--- config.mk ---
export PLATFORM = sky130hd
export DESIGN_NAME = trgg_rsp
export DESIGN_NICKNAME = d
export VERILOG_FILES = /design/src/rtl/trgg_rsp.sv
export SDC_FILE = /design/constraint.sdc
export NUM_CORES = 1
export LEC_CHECK = 0
export ABC_AREA = 1
export BUFFER_PORTS_ARGS = -buffer_cell sky130_fd_sc_hd__buf_2
export CORE_ASPECT_RATIO = 0.5
export CORE_MARGIN = 2
export CORE_UTILIZATION = 40
export DETAILED_ROUTE_END_ITERATION = 8
export PLACE_DENSITY = 0.6
export SYNTH_ARGS = -nofsm -noshare
export SYNTH_HDL_FRONTEND = slang
export SYNTH_SLANG_ARGS = --single-unit
export TNS_END_PERCENT = 30
--- constraint.sdc ---
create_clock -name clk -period 1.6 [get_ports clk]
set_input_delay 0.32 -clock clk [delete_from_list [all_inputs] [get_ports clk]]
set_output_delay 0.32 -clock clk [all_outputs]
set_load 0.1 [all_outputs]
--- src/rtl/trgg_rsp.sv ---
// Two-lane trigger counter with a per-lane serial readout to a remote reader.
// Optional macro TRGG_RSP_PARITY_EN appends an even-parity bit to each frame.
module trgg_rsp (
   input  logic        clk,
   input  logic        rst,
   input  logic        fs,
   output logic        fd,
   input  logic [0:1]  pin_in,
   input  logic [0:1]  cs,
   input  logic [0:1]  sclk,
   output logic [0:1]  dout,
   output logic [0:31] cnt
);

`ifdef TRGG_RSP_PARITY_EN
   localparam int NB = 17;
`else
   localparam int NB = 16;
`endif
   localparam logic [4:0] LAST_BIT = 5'(NB - 1);

   typedef enum logic [1:0] {IDLE, LOAD, SHIFT, DONE} state_t;

   logic [0:1] done_set;
   logic [0:1] done_flag;
   logic       fd_q;

   for (genvar i = 0; i < 2; i++) begin : g_lane
      // bit [0] is the first synchronizer flop, bit [2] the edge-detect stage
      logic [2:0]    pin_sy, cs_sy, sclk_sy;
      logic          pin_rise, cs_fall, cs_high, sclk_rise, sclk_fall;
      logic          load_go;
      logic [15:0]   cnt_q;
      logic [0:NB-1] sh_q;
      logic [0:NB-1] ld_val;
      logic [4:0]    bit_q;
      logic          dout_l;
      logic          done_l;
      state_t        state_q, state_d;

      assign pin_rise  = pin_sy[1] & ~pin_sy[2];
      assign cs_fall   = ~cs_sy[1] & cs_sy[2];
      assign cs_high   = cs_sy[1];
      assign sclk_rise = sclk_sy[1] & ~sclk_sy[2];
      assign sclk_fall = ~sclk_sy[1] & sclk_sy[2];
      assign load_go   = (state_q == IDLE) && cs_fall;

`ifdef TRGG_RSP_PARITY_EN
      assign ld_val = {cnt_q, ^cnt_q};
`else
      assign ld_val = cnt_q;
`endif

      always_ff @(posedge clk) begin
         if (rst) begin
            state_q <= IDLE;
         end else begin
            state_q <= state_d;
         end
      end

      always_comb begin
         state_d = state_q;
         case (state_q)
            IDLE:    if (cs_fall) state_d = LOAD;
            LOAD:    state_d = cs_high ? IDLE : SHIFT;
            SHIFT: begin
               if (cs_high) state_d = IDLE;
               else if (sclk_rise && (bit_q == LAST_BIT)) state_d = DONE;
            end
            DONE:    if (cs_high) state_d = IDLE;
            default: state_d = IDLE;
         endcase
      end

      always_comb begin
         dout_l = 1'b0;
         done_l = 1'b0;
         if ((state_q == LOAD) || (state_q == SHIFT)) dout_l = sh_q[0];
         if ((state_d == DONE) && (state_q != DONE)) done_l = 1'b1;
      end

      // The snapshot is taken on the edge entering LOAD so dout is valid
      // throughout LOAD; a coincident trigger seeds the new window with 1.
      always_ff @(posedge clk) begin
         if (rst) begin
            pin_sy  <= '0;
            cs_sy   <= '0;
            sclk_sy <= '0;
            cnt_q   <= '0;
            sh_q    <= '0;
            bit_q   <= '0;
         end else begin
            pin_sy  <= {pin_sy[1:0], pin_in[i]};
            cs_sy   <= {cs_sy[1:0], cs[i]};
            sclk_sy <= {sclk_sy[1:0], sclk[i]};
            if (load_go) begin
               cnt_q <= {15'd0, pin_rise & fs};
               sh_q  <= ld_val;
               bit_q <= '0;
            end else begin
               if (pin_rise && fs && (cnt_q != 16'hFFFF)) cnt_q <= cnt_q + 16'd1;
               if (state_q == SHIFT) begin
                  if (sclk_fall) sh_q <= {sh_q[1:NB-1], 1'b0};
                  if (sclk_rise) bit_q <= bit_q + 5'd1;
               end
            end
         end
      end

      assign dout[i]         = dout_l;
      assign done_set[i]     = done_l;
      assign cnt[16*i +: 16] = cnt_q;
   end

   always_ff @(posedge clk) begin
      if (rst) begin
         done_flag <= '0;
         fd_q      <= 1'b0;
      end else begin
         fd_q      <= &done_flag;
         done_flag <= (&done_flag) ? done_set : (done_flag | done_set);
      end
   end

   assign fd = fd_q;

endmodule

### After elaboration in Yosys (flattened, before gate mapping)

Index checks and enable logic that the tools add are counted.

* register bits: 99
* bits of input ports: 9
* output and inout port bits: 35
* word-level logic and storage cells: 109

* add/sub/neg operators: 4
* equality and inequality tests: 14
* multiplexer cells: 27
* bitwise gates (word level): 19
* reductions and logical operators: 27

Operator list (number)
* 16-bit 2-to-1 mux: 6
* 16-bit by 1-bit adder with 16-bit output (second input constant): 2
* 16-bit inequality test (second input constant): 2
* 2-bit 2-to-1 mux: 11
* 2-bit case mux with 4 select lines: 2
* 2-bit == test (second input constant): 6
* 2-bit nonzero test: 6
* 5-bit by 1-bit adder with 5-bit output (second input constant): 2
* 1-bit AND: 10
* 5-bit by 4-bit == test with 1-bit output (second input constant): 2
* 1-bit logical AND: 10
* 2-bit AND reduction: 5
* 1-bit 2-to-1 mux: 8
* 1-bit NOT: 8
* 2-bit by 1-bit == test with 1-bit output (second input constant): 2
* 2-bit zero test: 2
* 2-bit inequality test (second input constant): 2
* 2-bit OR reduction: 2
* 1-bit logical OR: 2
* 2-bit bitwise OR: 1

### Longest topological paths before layout

* depth in word-level cells: 11
* gate-level depth with buffers: 10

### Worst setup path before layout

No wires, ideal clock.

* path kind: register -> register
* start: register g_lane[1].cnt_q[0]
* end: register g_lane[1].cnt_q[1]
* library setup time: 0.117 ns
* arrival time: 2.234 ns
* required time: 1.483 ns
* slack: -0.751 ns
* stages on the path, launching flop included: 9
* buffers on the path: 1
* period minus slack after synthesis: 2.351 ns
* cells stage by stage: dfxtp_1 > ha_1 > inv_1 > nor2_4 > nand2_4 > o21a_1 > buf_2 > nor2_1 > nor2_1

* longest elaborated chain between the ends: 2
* elaborated cells between the ends (all ways): 3
* those cells by class: add/sub (1); eq/ne (1); reduce/logical (1)

RTL lines
* start, declared: line 33 `logic [15:0] cnt_q;`
* start signal, assigned: line 98 `cnt_q <= {15'd0, pin_rise & fs};`
* start signal, assigned: line 102 `if (pin_rise && fs && (cnt_q != 16'hFFFF)) cnt_q <= cnt_q + 16'd1;`
* branches (longest 2 deep; another with 16-bit by 1-bit adder with 16-bit output)

Several ways; the timed one is not identified.
A chain may end at the register's enable or synchronous reset.

### Worst setup path in the final report

* start: register g_lane[1].state_q[0]
* end: output port dout[1] in the netlist's numbering

* longest elaborated chain between the ends: 3
* elaborated cells between the ends (all ways): 4
* those cells by class: eq/ne (2); mux (1); reduce/logical (1)

RTL lines
* start, declared: line 39 `state_t state_q, state_d;`
* start signal, assigned: line 58 `state_q <= state_d;`
* 2-bit by 1-bit == test with 1-bit output or 2-bit == test (tied branches): line 79 `if ((state_q == LOAD) || (state_q == SHIFT)) dout_l = sh_q[0];`
* 1-bit logical OR (*): line 79
* 1-bit 2-to-1 mux (*): line 79
* end, declared: line 11 `output logic [0:1] dout,`

Mark *: on every way between the ends. The rest lies on a longest branch, timed or not.

==> impl_metrics.env <==
export IMPL_drive_gt1_frac=0.241
export IMPL_p_leak_uw=0.00241
export IMPL_clock_latency_ps=350
export IMPL_cts_root_buffer="clkbuf_16"
export IMPL_ant_nets=0
export IMPL_drt_iter0_drc=199
export IMPL_rsz0062_at_grt="yes"
export IMPL_worstPathRequired_ps=1280
export IMPL_timing_slew_headroom=0.666
export IMPL_finalCritPeriodShare=0.992
export IMPL_synthArstFlopShare=0
export IMPL_num_vias=4368
export IMPL_tightest_slew_ps=505
export IMPL_antenna_cells=0
export IMPL_gp_congestion=0.824
export IMPL_num_io_pins=44
export IMPL_start_util=0.409
export IMPL_ir_worst_vdd_uv=471
export IMPL_nets=766
export IMPL_cp_end_kind="primary output"
export IMPL_synthCells=682
export IMPL_cts_buffers=9
export IMPL_synth_ff_type="dfxtp_1"
export IMPL_worstSetupPathType="flop to primary output"
export IMPL_worst_hold_slack_ps=178
export IMPL_drv_slew=0
export IMPL_synth_area_sq_um=4830
export IMPL_synth_seq_area_share=0.410
export IMPL_grt_pass1_wl_mm=18.8
export IMPL_grt_pass1_vias=3991
export IMPL_coreArea_sq_um=11800
export IMPL_cp_max_fo=2
export IMPL_die_w_um=159
export IMPL_p_per_area_nw_per_um2=875
export IMPL_area_delta_synth_final_pct=21.9
export IMPL_ys_warn_count=0
export IMPL_routedWlPerCell_um=12.1
export IMPL_cts_num_sinks=99
export IMPL_worstPathArrival_ps=1270
export IMPL_cp_startpoint="g_lane[1].state_q[0]$_SDFF_PP0_"
export IMPL_finalClockSkew_ps=9.69
export IMPL_path_clk_slew_ps=70
export IMPL_drc=0
export IMPL_setup_ws_ps=12.6
export IMPL_finalSetupViolations=0
export IMPL_pre_cts_slack_ps=41.4
export IMPL_dr_pass1_iters=4
export IMPL_synth_seq_cells=99
export IMPL_antenna_found_initial=0
export IMPL_min_path_type="input pin to flop"
export IMPL_cts_tree="built"
export IMPL_grt_overflow_total=0
export IMPL_multi_input_area_sq_um=2560
export IMPL_io_buffers=43
export IMPL_clk_path_buf_depth=2
export IMPL_max_freq_mhz=630
export IMPL_hp_start="cs[0]"
export IMPL_dp_final_hpwl_mm=7.80
export IMPL_vias_per_cell=4.79
export IMPL_outcome="completed"
export IMPL_reg2reg_from="g_lane[0].cnt_q[1]$_SDFFE_PP0P_"
export IMPL_die_area_sq_um=13000
export IMPL_cp_start_kind="flop"
export IMPL_hold_viol=0
export IMPL_num_rows=28
export IMPL_die_height_um=81.7
export IMPL_synth_edff_count=0
export IMPL_h_tree_depth=3
export IMPL_grtUsageTotal=0.178
export IMPL_ctsHoldBuffers=0
export IMPL_grt_max_degree=25
export IMPL_seq_area_sq_um=2110
export IMPL_wl_mm=11.0
export IMPL_fin_crit_ps=1590
export IMPL_cap_violations=0
export IMPL_synth_net_count=707
export IMPL_synth_cell_types=35
export IMPL_syn_area_per_cell_sq_um=7.09
export IMPL_fillers=1210
==> cell type report <==
| cell class | count | area share |
|---|---|---|
| clock buffer | 10 | 0.0389 |
| timing repair buffer | 73 | 0.0803 |
| multi-input combinational | 489 | 0.434 |
| clock inverter | 6 | 0.00701 |
| sequential | 99 | 0.359 |
| tap | 165 | 0.0351 |
| inverter | 69 | 0.0457 |
==> report_power, final <==
| group | switching [uW] | internal (uW) | leakage (uW) |
|---|---|---|---|
| Sequential | 50.5 | 2500 | 0.000833 |
| Clock | 948 | 1060 | 0.000133 |
| Combinational | 357 | 244 | 0.00144 |
| Total | 1360 | 3800 | 0.00241 |
==> cells in the mapped netlist (all sizes together), types with 2 or more instances <==
master  instances  area [sq um]
nand2         174           683
dfxtp          99          1980
nor2           82           364
o21ai          73           365
a21oi          68           359
inv            68           255
nand3          35           175
ha             16           200
buf            15          98.8
nand4          12          75.1
clkbuf         10          37.5
xor2            9          78.8
nor3            6          46.3
xnor2           5          43.8
o211ai          2          15.0
or2             2          12.5
==> cells in the final DEF (no fill, tap or decap), types with 4 or more instances in the layout <==
cell type / n
clkbuf_16: 9
inv_1: 56
a21oi_2: 7
a21oi_1: 61
xnor2_1: 5
buf_4: 31
nor2_4: 5
inv_2: 8
xor2_1: 9
dfxtp_2: 7
inv_4: 5
nand2_4: 4
nand4_1: 12
buf_2: 40
nor2_1: 74
dfxtp_4: 33
o21ai_0: 71
ha_1: 9
nand2_2: 5
ha_4: 4
dfxtp_1: 59
nand2_1: 165
nand3_1: 33
==> final timing paths <==
check | cells after the start | to | slack (ps)
min | 3 | g_lane[0].cs_sy[0]$_SDFF_PP0_ | 180
min reg2reg | 2 | g_lane[1].sclk_sy[1]$_SDFF_PP0_ | 400
max reg2reg | 10 | g_lane[0].cnt_q[15]$_SDFFE_PP0P_ | 110
max | 5 | dout[1] | 10
==> cell families (layout without fill, tap and decap cells) <==
logic type	Yosys count	after routing	share of synthesized area
simple gates	312	312	0.282
compound gates	147	147	0.159
flops	99	99	0.410
buf+inv	94	158	0.0818
fa+ha+maj	16	16	0.0414
xor+xnor	14	14	0.0254
==> state kept, by name, summed over array words and instances, names as in the netlist <==
register / cells
g_lane.cs_sy: 6
fd: 1
g_lane.pin_sy: 6
g_lane.sclk_sy: 6
done_flag: 2
g_lane.state_q: 4
g_lane.sh_q: 32
g_lane.cnt_q: 32
g_lane.bit_q: 10
==> routing by layer <==
layer  track usage  vias to the layer above  share of wire
li1              -                     2319              -
met1         0.235                     1987           0.52
met2         0.296                       56           0.44
met3        0.0455                        6          0.035
met4        0.0436                        0         0.0076
met5             0                        -              0
==> critical path, stage by stage (launching register included) <==
cell     delay [ps]
dfxtp_2         360
inv_4            50
ha_4            260
nand2_4          50
inv_4            50
buf_12          160
==> per-stage QoR <==
stage          area (sq um)  std cells  utilization  total power [uW]  setup TNS (ps)
6_report               5890        911        0.499              5150               0
5_1_grt                5890        911        0.499              5410            -209
4_1_cts                5830        910        0.494              5210           -7.03
3_5_place_dp           5470        888        0.463              3070               0
3_3_place_gp           5470        888        0.463              3060               0
2_1_floorplan          4990        682            -              2950               0
==> repair_timing <==
action / CTS / global route
buffers inserted: 6 / 1
pin swaps: 4 / 3
endpoints found under the setup margin: 3 / 26
resized for setup: 19 / 21
Power figures use the tool's default switching activity.
